<file path="config.mk">
export PLATFORM = sky130hd
export DESIGN_NAME = ddr_write_arbiter
export DESIGN_NICKNAME = d
export VERILOG_FILES = /design/src/rtl/ddr_write_arbiter.sv
export SDC_FILE = /design/constraint.sdc
export NUM_CORES = 1
export LEC_CHECK = 0
export CORE_AREA = 3 3 142 144
export DETAILED_ROUTE_END_ITERATION = 8
export DIE_AREA = 0 0 145 147
export HOLD_SLACK_MARGIN = 0.06
export SLEW_MARGIN = 0
export SYNTH_ARGS = -nofsm -noshare
export SYNTH_HDL_FRONTEND = slang
export SYNTH_SLANG_ARGS = --single-unit
</file>
<file path="constraint.sdc">
create_clock -name clk -period 1.6 [get_ports clk]
set_input_delay 0.32 -clock clk [delete_from_list [all_inputs] [get_ports clk]]
set_output_delay 0.32 -clock clk [all_outputs]
set_load 0.03 [all_outputs]
</file>
<file path="src/rtl/ddr_write_arbiter.sv">
`default_nettype none
// ============================================================================
// ddr_write_arbiter: round-robin sharing of one DDR write channel
// (request / data burst / response) between NUM_PORTS requesters.
// Revision: 1.0
// ============================================================================
module ddr_write_arbiter #(
  parameter int NUM_PORTS  = 2,
  parameter int ADDR_WIDTH = 32,
  parameter int SIZE_WIDTH = 16,
  parameter int DATA_WIDTH = 64,
  parameter int GNT_WIDTH  = 3
) (
  input  logic                             clk,
  input  logic                             rstn,
  input  logic [NUM_PORTS-1:0]             s_wreq_valid,
  output logic [NUM_PORTS-1:0]             s_wreq_ready,
  input  logic [NUM_PORTS*ADDR_WIDTH-1:0]  s_wreq_addr,
  input  logic [NUM_PORTS*SIZE_WIDTH-1:0]  s_wreq_size,
  input  logic [NUM_PORTS-1:0]             s_wdata_valid,
  output logic [NUM_PORTS-1:0]             s_wdata_ready,
  input  logic [NUM_PORTS-1:0]             s_wdata_last,
  input  logic [NUM_PORTS*DATA_WIDTH-1:0]  s_wdata,
  output logic [NUM_PORTS-1:0]             s_wresp_valid,
  output logic [NUM_PORTS*2-1:0]           s_wresp,
  output logic                             m_wreq_valid,
  input  logic                             m_wreq_ready,
  output logic [ADDR_WIDTH-1:0]            m_wreq_addr,
  output logic [SIZE_WIDTH-1:0]            m_wreq_size,
  output logic                             m_wdata_valid,
  input  logic                             m_wdata_ready,
  output logic                             m_wdata_last,
  output logic [DATA_WIDTH-1:0]            m_wdata,
  input  logic                             m_wresp_valid,
  input  logic [1:0]                       m_wresp,
  output logic [GNT_WIDTH-1:0]             gnt_idx,
  output logic                             busy,
  output logic                             unexp_resp
);

  typedef enum logic [1:0] {
    IDLE = 2'd0,
    REQ  = 2'd1,
    DATA = 2'd2,
    RESP = 2'd3
  } state_t;

  state_t                 state;
  logic [GNT_WIDTH-1:0]   rr_ptr;
  logic [GNT_WIDTH-1:0]   pick;
  logic                   pick_found;
  logic [GNT_WIDTH-1:0]   gnt_inc;

  logic                   sel_req_valid;
  logic [ADDR_WIDTH-1:0]  sel_addr;
  logic [SIZE_WIDTH-1:0]  sel_size;
  logic                   sel_data_valid;
  logic [DATA_WIDTH-1:0]  sel_data;
  logic                   sel_last;

  // Search offsets 0..N-1 from rr_ptr; the first valid port found wins.
  always_comb begin
    logic [GNT_WIDTH:0] cand;
    cand       = '0;
    pick       = '0;
    pick_found = 1'b0;
    for (int k = 0; k < NUM_PORTS; k++) begin
      cand = {1'b0, rr_ptr} + (GNT_WIDTH+1)'(k);
      if (cand >= (GNT_WIDTH+1)'(NUM_PORTS)) begin
        cand = cand - (GNT_WIDTH+1)'(NUM_PORTS);
      end
      for (int i = 0; i < NUM_PORTS; i++) begin
        if (!pick_found && s_wreq_valid[i] && (cand == (GNT_WIDTH+1)'(i))) begin
          pick_found = 1'b1;
          pick       = GNT_WIDTH'(i);
        end
      end
    end
  end

  assign gnt_inc = (gnt_idx == GNT_WIDTH'(NUM_PORTS - 1)) ? '0 : gnt_idx + GNT_WIDTH'(1);

  always_comb begin
    sel_req_valid  = 1'b0;
    sel_addr       = '0;
    sel_size       = '0;
    sel_data_valid = 1'b0;
    sel_data       = '0;
    sel_last       = 1'b0;
    for (int i = 0; i < NUM_PORTS; i++) begin
      if (gnt_idx == GNT_WIDTH'(i)) begin
        sel_req_valid  = s_wreq_valid[i];
        sel_addr       = s_wreq_addr[i*ADDR_WIDTH +: ADDR_WIDTH];
        sel_size       = s_wreq_size[i*SIZE_WIDTH +: SIZE_WIDTH];
        sel_data_valid = s_wdata_valid[i];
        sel_data       = s_wdata[i*DATA_WIDTH +: DATA_WIDTH];
        sel_last       = s_wdata_last[i];
      end
    end
  end

  assign m_wreq_valid  = (state == REQ) && sel_req_valid;
  assign m_wreq_addr   = sel_addr;
  assign m_wreq_size   = sel_size;
  assign m_wdata_valid = (state == DATA) && sel_data_valid;
  assign m_wdata       = sel_data;
  assign m_wdata_last  = sel_last;

  // Only the granted slice sees readies/response strobe; response code fans out.
  for (genvar g = 0; g < NUM_PORTS; g++) begin : g_port
    logic hit;
    assign hit               = (gnt_idx == GNT_WIDTH'(g));
    assign s_wreq_ready[g]   = hit && (state == REQ)  && m_wreq_ready;
    assign s_wdata_ready[g]  = hit && (state == DATA) && m_wdata_ready;
    assign s_wresp_valid[g]  = hit && (state == RESP) && m_wresp_valid;
    assign s_wresp[2*g +: 2] = m_wresp;
  end

  always_ff @(posedge clk or negedge rstn) begin
    if (!rstn) begin
      state      <= IDLE;
      gnt_idx    <= '0;
      rr_ptr     <= '0;
      busy       <= 1'b0;
      unexp_resp <= 1'b0;
    end else begin
      // A response outside RESP is dropped and remembered until reset.
      if (m_wresp_valid && (state != RESP)) begin
        unexp_resp <= 1'b1;
      end
      case (state)
        IDLE: begin
          if (pick_found) begin
            gnt_idx <= pick;
            busy    <= 1'b1;
            state   <= REQ;
          end
        end
        REQ: begin
          if (m_wreq_valid && m_wreq_ready) begin
            rr_ptr <= gnt_inc;
            state  <= DATA;
          end
        end
        DATA: begin
          if (m_wdata_valid && m_wdata_ready && m_wdata_last) begin
            state <= RESP;
          end
        end
        RESP: begin
          if (m_wresp_valid) begin
            busy  <= 1'b0;
            state <= IDLE;
          end
        end
        default: begin
          busy  <= 1'b0;
          state <= IDLE;
        end
      endcase
    end
  end

endmodule
`default_nettype wire

</file>
==> results.yml, run 1 <==
die:
  fp.dieW_um: 145
  start_util_pct: 9.98
  core_area_sq_mm: 0.0188
  die_area_sq_mm: 0.0213
  rows: 50
  io_pins: 367
  fp.dieH_um: 147
grt:
  overflow: 0
  antenna_found_initial: 1
  grt_start_max_net_pins: 31
  track_usage_pct: 12.2
  first_global_vias: 3421
  grt_pass1_wl_um: 20200
run_status:
  status: "finished with violations"
  violations: "negative setup slack"
synth:
  syn_area_sq_mm: 0.00188
  yosys.cell_types.count: 28
  ys_seq_elements: 6
  async_flop_share_pct: 100
  synth_cells: 189
  synth_edf_count: 0
  yosysWarnings: 0
  synth_commonest_cells: "mux2_2, buf_2, nor2_1"
  yosysMostFrequentCell: "mux2_2"
  synth_top_area_cell: "mux2_2"
  yosysTopAreaCellShare_pct: 67.7
  avgSynthCellArea_sq_um: 9.94
  synth_ff_type: "dfrtp_1"
  synth_area_leaders: "mux2_2, dfrtp_1, ha_1, buf_2, buf_4"
  yosysSeqAreaShare_pct: 7.99
routing:
  drc: 0
  avgRoutedWirePerCell_um: 18.2
  ant_nets: 0
  firstDrtPassIters: 4
  drt_iter0_markers: 56
  avgViaCountPerCell: 3.69
  vias: 3116
  routed_wl_um: 15400
clock_network:
  clock_path_buffers: 2
  cts_made_buffers: 3
  cts_tree: "built"
  cts_hold_buf: 0
  h-tree-depth: 1
  clk_pin_slew_ns: 0.04
  cts_root_buffer: "clkbuf_16"
  insertion_delay_ns: 0.23
  cts_sinks: 6
final_layout:
  syn2layout_area_growth_pct: 244
  final_cells: 844
  multi_input_area_sq_mm: 0.00171
  fillers: 1893
  fin_nets: 826
  regArea_sq_um: 156
  drive_above_1_share_pct: 53.9
placement:
  numPlacedInstances: 813
  dp_hpwl_um: 12900
  place_ws_ns: -0.395
  port-buffer-count: 358
  place_congestion: 0.824
sta:
  finalCriticalPeriod_ns: 1.93
  maxSlewViolCount: 0
  post-route-period-util_pct: 120
  fmax_mhz: 519
  setup_viol: 123
  finalHoldViolCount: 0
  tns_ns: -31.53
  skew_ns: 0.00669
  finalWorstSetupSlack_ns: -0.325
  grt_setup_unrepaired: "true"
power_and_ir_drop:
  p_leak_nw: 2.67
  p_per_area_mw_per_mm2: 1510
  vdd_drop_max_v: 0.000621
critical_path:
  cp-end-kind: "primary output"
  arrival_ns: 1.61
  crit_required_ns: 1.28
  path_class: "register to primary output"
  start_kind: "register"
  cp_max_fo: 6
job:
  maxCapViolations: 0
min_path:
  hold_path.class: "primary input to async pin"
[final cells by class]
type / count / share of cell area, %
repair buffers: 409 / 64.5
multi-input cells: 159 / 26.5
well taps: 260 / 5.03
flip-flops and latches: 6 / 2.42
clock buffers: 4 / 1.22
inverters: 5 / 0.329
diodes: 1 / 0.0387
[path summary, 6_finish.rpt]
path,start,to,slack [ns],cells after the start
min reg2reg,unexp_resp,unexp_resp,0.45,1
max in group asynchronous,rstn,gnt_idx[0],0.98,1
max,gnt_idx[0],m_wreq_size[5],-0.33,5
max reg2reg,gnt_idx[0],state[1],-0.23,6
min in group clk,unexp_resp,unexp_resp,0.45,1
min,rstn,gnt_idx[0],0.35,1
[worst max-delay path, stage by stage, from the launching register on]
cell and delay, ns:
dfrtp_4 0.49, buf_4 0.15, buf_12 0.13, clkbuf_16 0.16, mux2_2 0.29, buf_6 0.14
[through the flow]
step	area, sq um	power (mW)	hold slack, ns	util, %
after floorplan	1890	4.64	0.0244	-
after global placement	5770	7.72	0.447	30.6
after detailed placement	5770	7.75	0.456	30.6
after CTS	6090	8.52	0.363	32.4
after global routing	6460	10.2	0.374	34.3
final	6460	9.75	0.350	34.3
[cell families after synthesis]
group,count (synthesis),synth area share (%)
mux,116,69.6
simple gates,24,5.93
other cells,1,0.200
fa+ha+maj,5,3.33
flops,6,7.99
compound gates,12,5.79
buf+inv,25,7.19
[routing by layer]
| layer | routed length [um] | track usage, % |
|---|---|---|
| met1 | 5190 | 11.8 |
| met4 | 198 | 3.09 |
| met5 | 0 | 0 |
| met3 | 1200 | 3.98 |
| met2 | 8790 | 24.7 |
[where the power goes]
part	internal [mW]	total, mW	switching, mW	leakage, nW
combinational	4.67	9.01	4.34	2.57
clock	0.332	0.432	0.0994	0.0382
sequential	0.228	0.309	0.0813	0.0647
total	5.23	9.75	4.52	2.67
[state kept, by name (all words and copies together), names as in the netlist]
signal,cells
gnt_idx,1
rr_ptr,1
busy,1
unexp_resp,1
state,2
[cell usage in the layout (no fill, tap or decap), drive strengths merged]
| cell | instances |
|---|---|
| clkbuf | 9 |
| nand3 | 1 |
| a31oi | 2 |
| nand2b | 2 |
| a2111oi | 1 |
| o31ai | 1 |
| mux2i | 2 |
| ha | 5 |
| a211o | 1 |
| a21oi | 3 |
| nand4 | 1 |
| and3 | 1 |
| dlymetal6s2s | 2 |
| dfrtp | 6 |
| a21o | 1 |
| nand4b | 1 |
| o21ai | 2 |
| nor2b | 2 |
| mux2 | 114 |
| clkdlybuf4s50 | 234 |
| nor2 | 10 |
| buf | 168 |
| nand2 | 6 |
| o32a | 1 |
| diode | 1 |
| inv | 5 |
| conb | 2 |
[what timing repair did]
item | in CTS | in global routing
buffers inserted | 4 | 17
setup endpoints to repair | 125 | 125
gates cloned | 0 | 7
gates resized for setup | 281 | 266
pin swaps | 1 | 8
(Power assumes the default switching activity.)
==> inputs of run 2 (changes only) <==
==> constraint.sdc (replaced) <==
create_clock -name clk -period 1.6 [get_ports clk]
set_input_delay 0.16 -clock clk [delete_from_list [all_inputs] [get_ports clk]]
set_output_delay 0.16 -clock clk [all_outputs]
set_load 0.03 [all_outputs]
==> results.yml, run 2 (synthesized netlist as in run 1, its figures left out) <==
run_status:
  status: "finished with violations"
  violations: "negative setup slack"
die:
  fp.dieW_um: 145
  fp.dieH_um: 147
  io_pins: 367
  die_area_sq_mm: 0.0213
  core_area_sq_mm: 0.0188
  start_util_pct: 9.98
  rows: 50
grt:
  grt_start_max_net_pins: 41
  first_global_vias: 3477
  track_usage_pct: 12.5
  grt_pass1_wl_um: 20800
  antenna_found_initial: 1
  overflow: 0
sta:
  finalCriticalPeriod_ns: 1.86
  finalHoldViolCount: 0
  finalWorstSetupSlack_ns: -0.260
  skew_ns: 0.00150
  maxSlewViolCount: 0
  fmax_mhz: 538
  setup_viol: 123
  grt_setup_unrepaired: "true"
  post-route-period-util_pct: 116
clock_network:
  cts_root_buffer: "clkbuf_16"
  h-tree-depth: 1
  insertion_delay_ns: 0.23
  clock_path_buffers: 2
  cts_tree: "built"
  cts_sinks: 6
  clk_pin_slew_ns: 0.04
  cts_made_buffers: 3
min_path:
  hold_path.class: "primary input to async pin"
placement:
  dp_hpwl_um: 12400
  place_ws_ns: -0.276
  port-buffer-count: 358
  place_congestion: 0.866
power_and_ir_drop:
  total_power_mw: 9.58
  vdd_drop_max_v: 0.000787
  p_leak_nw: 2.61
  p_per_area_mw_per_mm2: 1500
routing:
  ant_nets: 0
  avgViaCountPerCell: 3.74
  drc: 0
  firstDrtPassIters: 4
  routed_wl_um: 15200
  avgRoutedWirePerCell_um: 18.1
  vias: 3130
  drt_iter0_markers: 55
critical_path:
  arrival_ns: 1.70
  path_class: "register to primary output"
  cp_max_fo: 6
  ff2ff_path_depth: 7
  r2r-end: "state[1]"
  cp-end-kind: "primary output"
  crit_required_ns: 1.44
  r2r_start: "gnt_idx[0]"
  start_kind: "register"
  reg2reg_slack_ns: -0.21
final_layout:
  largest_reg_flops: 2
  mostFrequentLayoutCells: "clkdlybuf4s50_1, mux2_2, buf_6, buf_2, buf_4"
  regArea_sq_um: 155
  syn2layout_area_growth_pct: 239
  final_common_cell: "clkdlybuf4s50_1"
  largest_register: "state"
  final_util_pct: 33.8
  fin_nets: 820
  fillers: 1885
  drive_above_1_share_pct: 52.9
  multi_input_area_sq_mm: 0.00168
job:
  maxCapViolations: 0
## run 2: cell types whose count changed in the layout (fill, tap and decap cells not counted), sizes merged
| cell | change |
|---|---|
| buf | -6 |
| clkdlybuf4s50 | +2 |
| dlymetal6s2s | -2 |
## run 2: area by class of cell
class / count / area share [%]
antenna: 1 / 0.0393
clock buffer: 4 / 1.24
inverter: 5 / 0.334
multi-input combinational: 159 / 26.4
sequential: 6 / 2.44
tap: 260 / 5.11
timing repair buffer: 403 / 64.5
## run 2: per-stage QoR
step,hold WS (ns),cells,instance area [sq um],setup TNS (ns)
final,0.183,838,6370,-16.15
after global routing,0.207,838,6370,-20.35
after CTS,0.187,822,6160,-19.06
after detailed placement,0.320,813,5780,-18.62
after global placement,0.320,813,5780,-16.65
after floorplan,-0.136,190,1890,0
## run 2: worst max-delay path by stage
stage          startpoint               to  slack [ns]  cells past startpoint
6_report       gnt_idx[0]  m_wreq_addr[21]       -0.26                      6
3_5_place_dp   gnt_idx[0]      m_wdata[16]       -0.28                      3
2_1_floorplan    state[0]         state[1]       0.007                      5
3_3_place_gp   gnt_idx[0]      m_wdata[14]       -0.25                      3
5_1_grt        gnt_idx[0]    m_wdata_valid       -0.32                      7
4_1_cts        gnt_idx[0]      m_wdata[41]       -0.24                      4
## run 2: per-layer routing
layer  global-route usage [%]  vias to the layer above  wire length (um)
met5                        0                        -                 0
met4                     3.18                        0               299
li1                         -                     1466                 -
met2                     25.0                      192              8700
met3                     4.29                       14              1360
met1                     12.1                     1458              4830
## run 2: timing repair
action / in CTS / in global routing
hold buffers: 0 / 0
pin swaps: 1 / 7
gates resized for setup: 316 / 212
endpoints found under the setup margin: 118 / 122
cloned: 2 / 4
setup buffers: 3 / 11
## run 2: power by group
part / switching (mW) / internal [mW]
registers: 0.0658 / 0.226
clock network: 0.0967 / 0.332
logic: 4.29 / 4.57
## run 2: critical path, stage by stage, from the launching register on
cell and delay [ns]:
dfrtp_4 0.49, buf_8 0.15, buf_12 0.14, buf_16 0.14
buf_4 0.13, mux2_2 0.27, buf_6 0.14
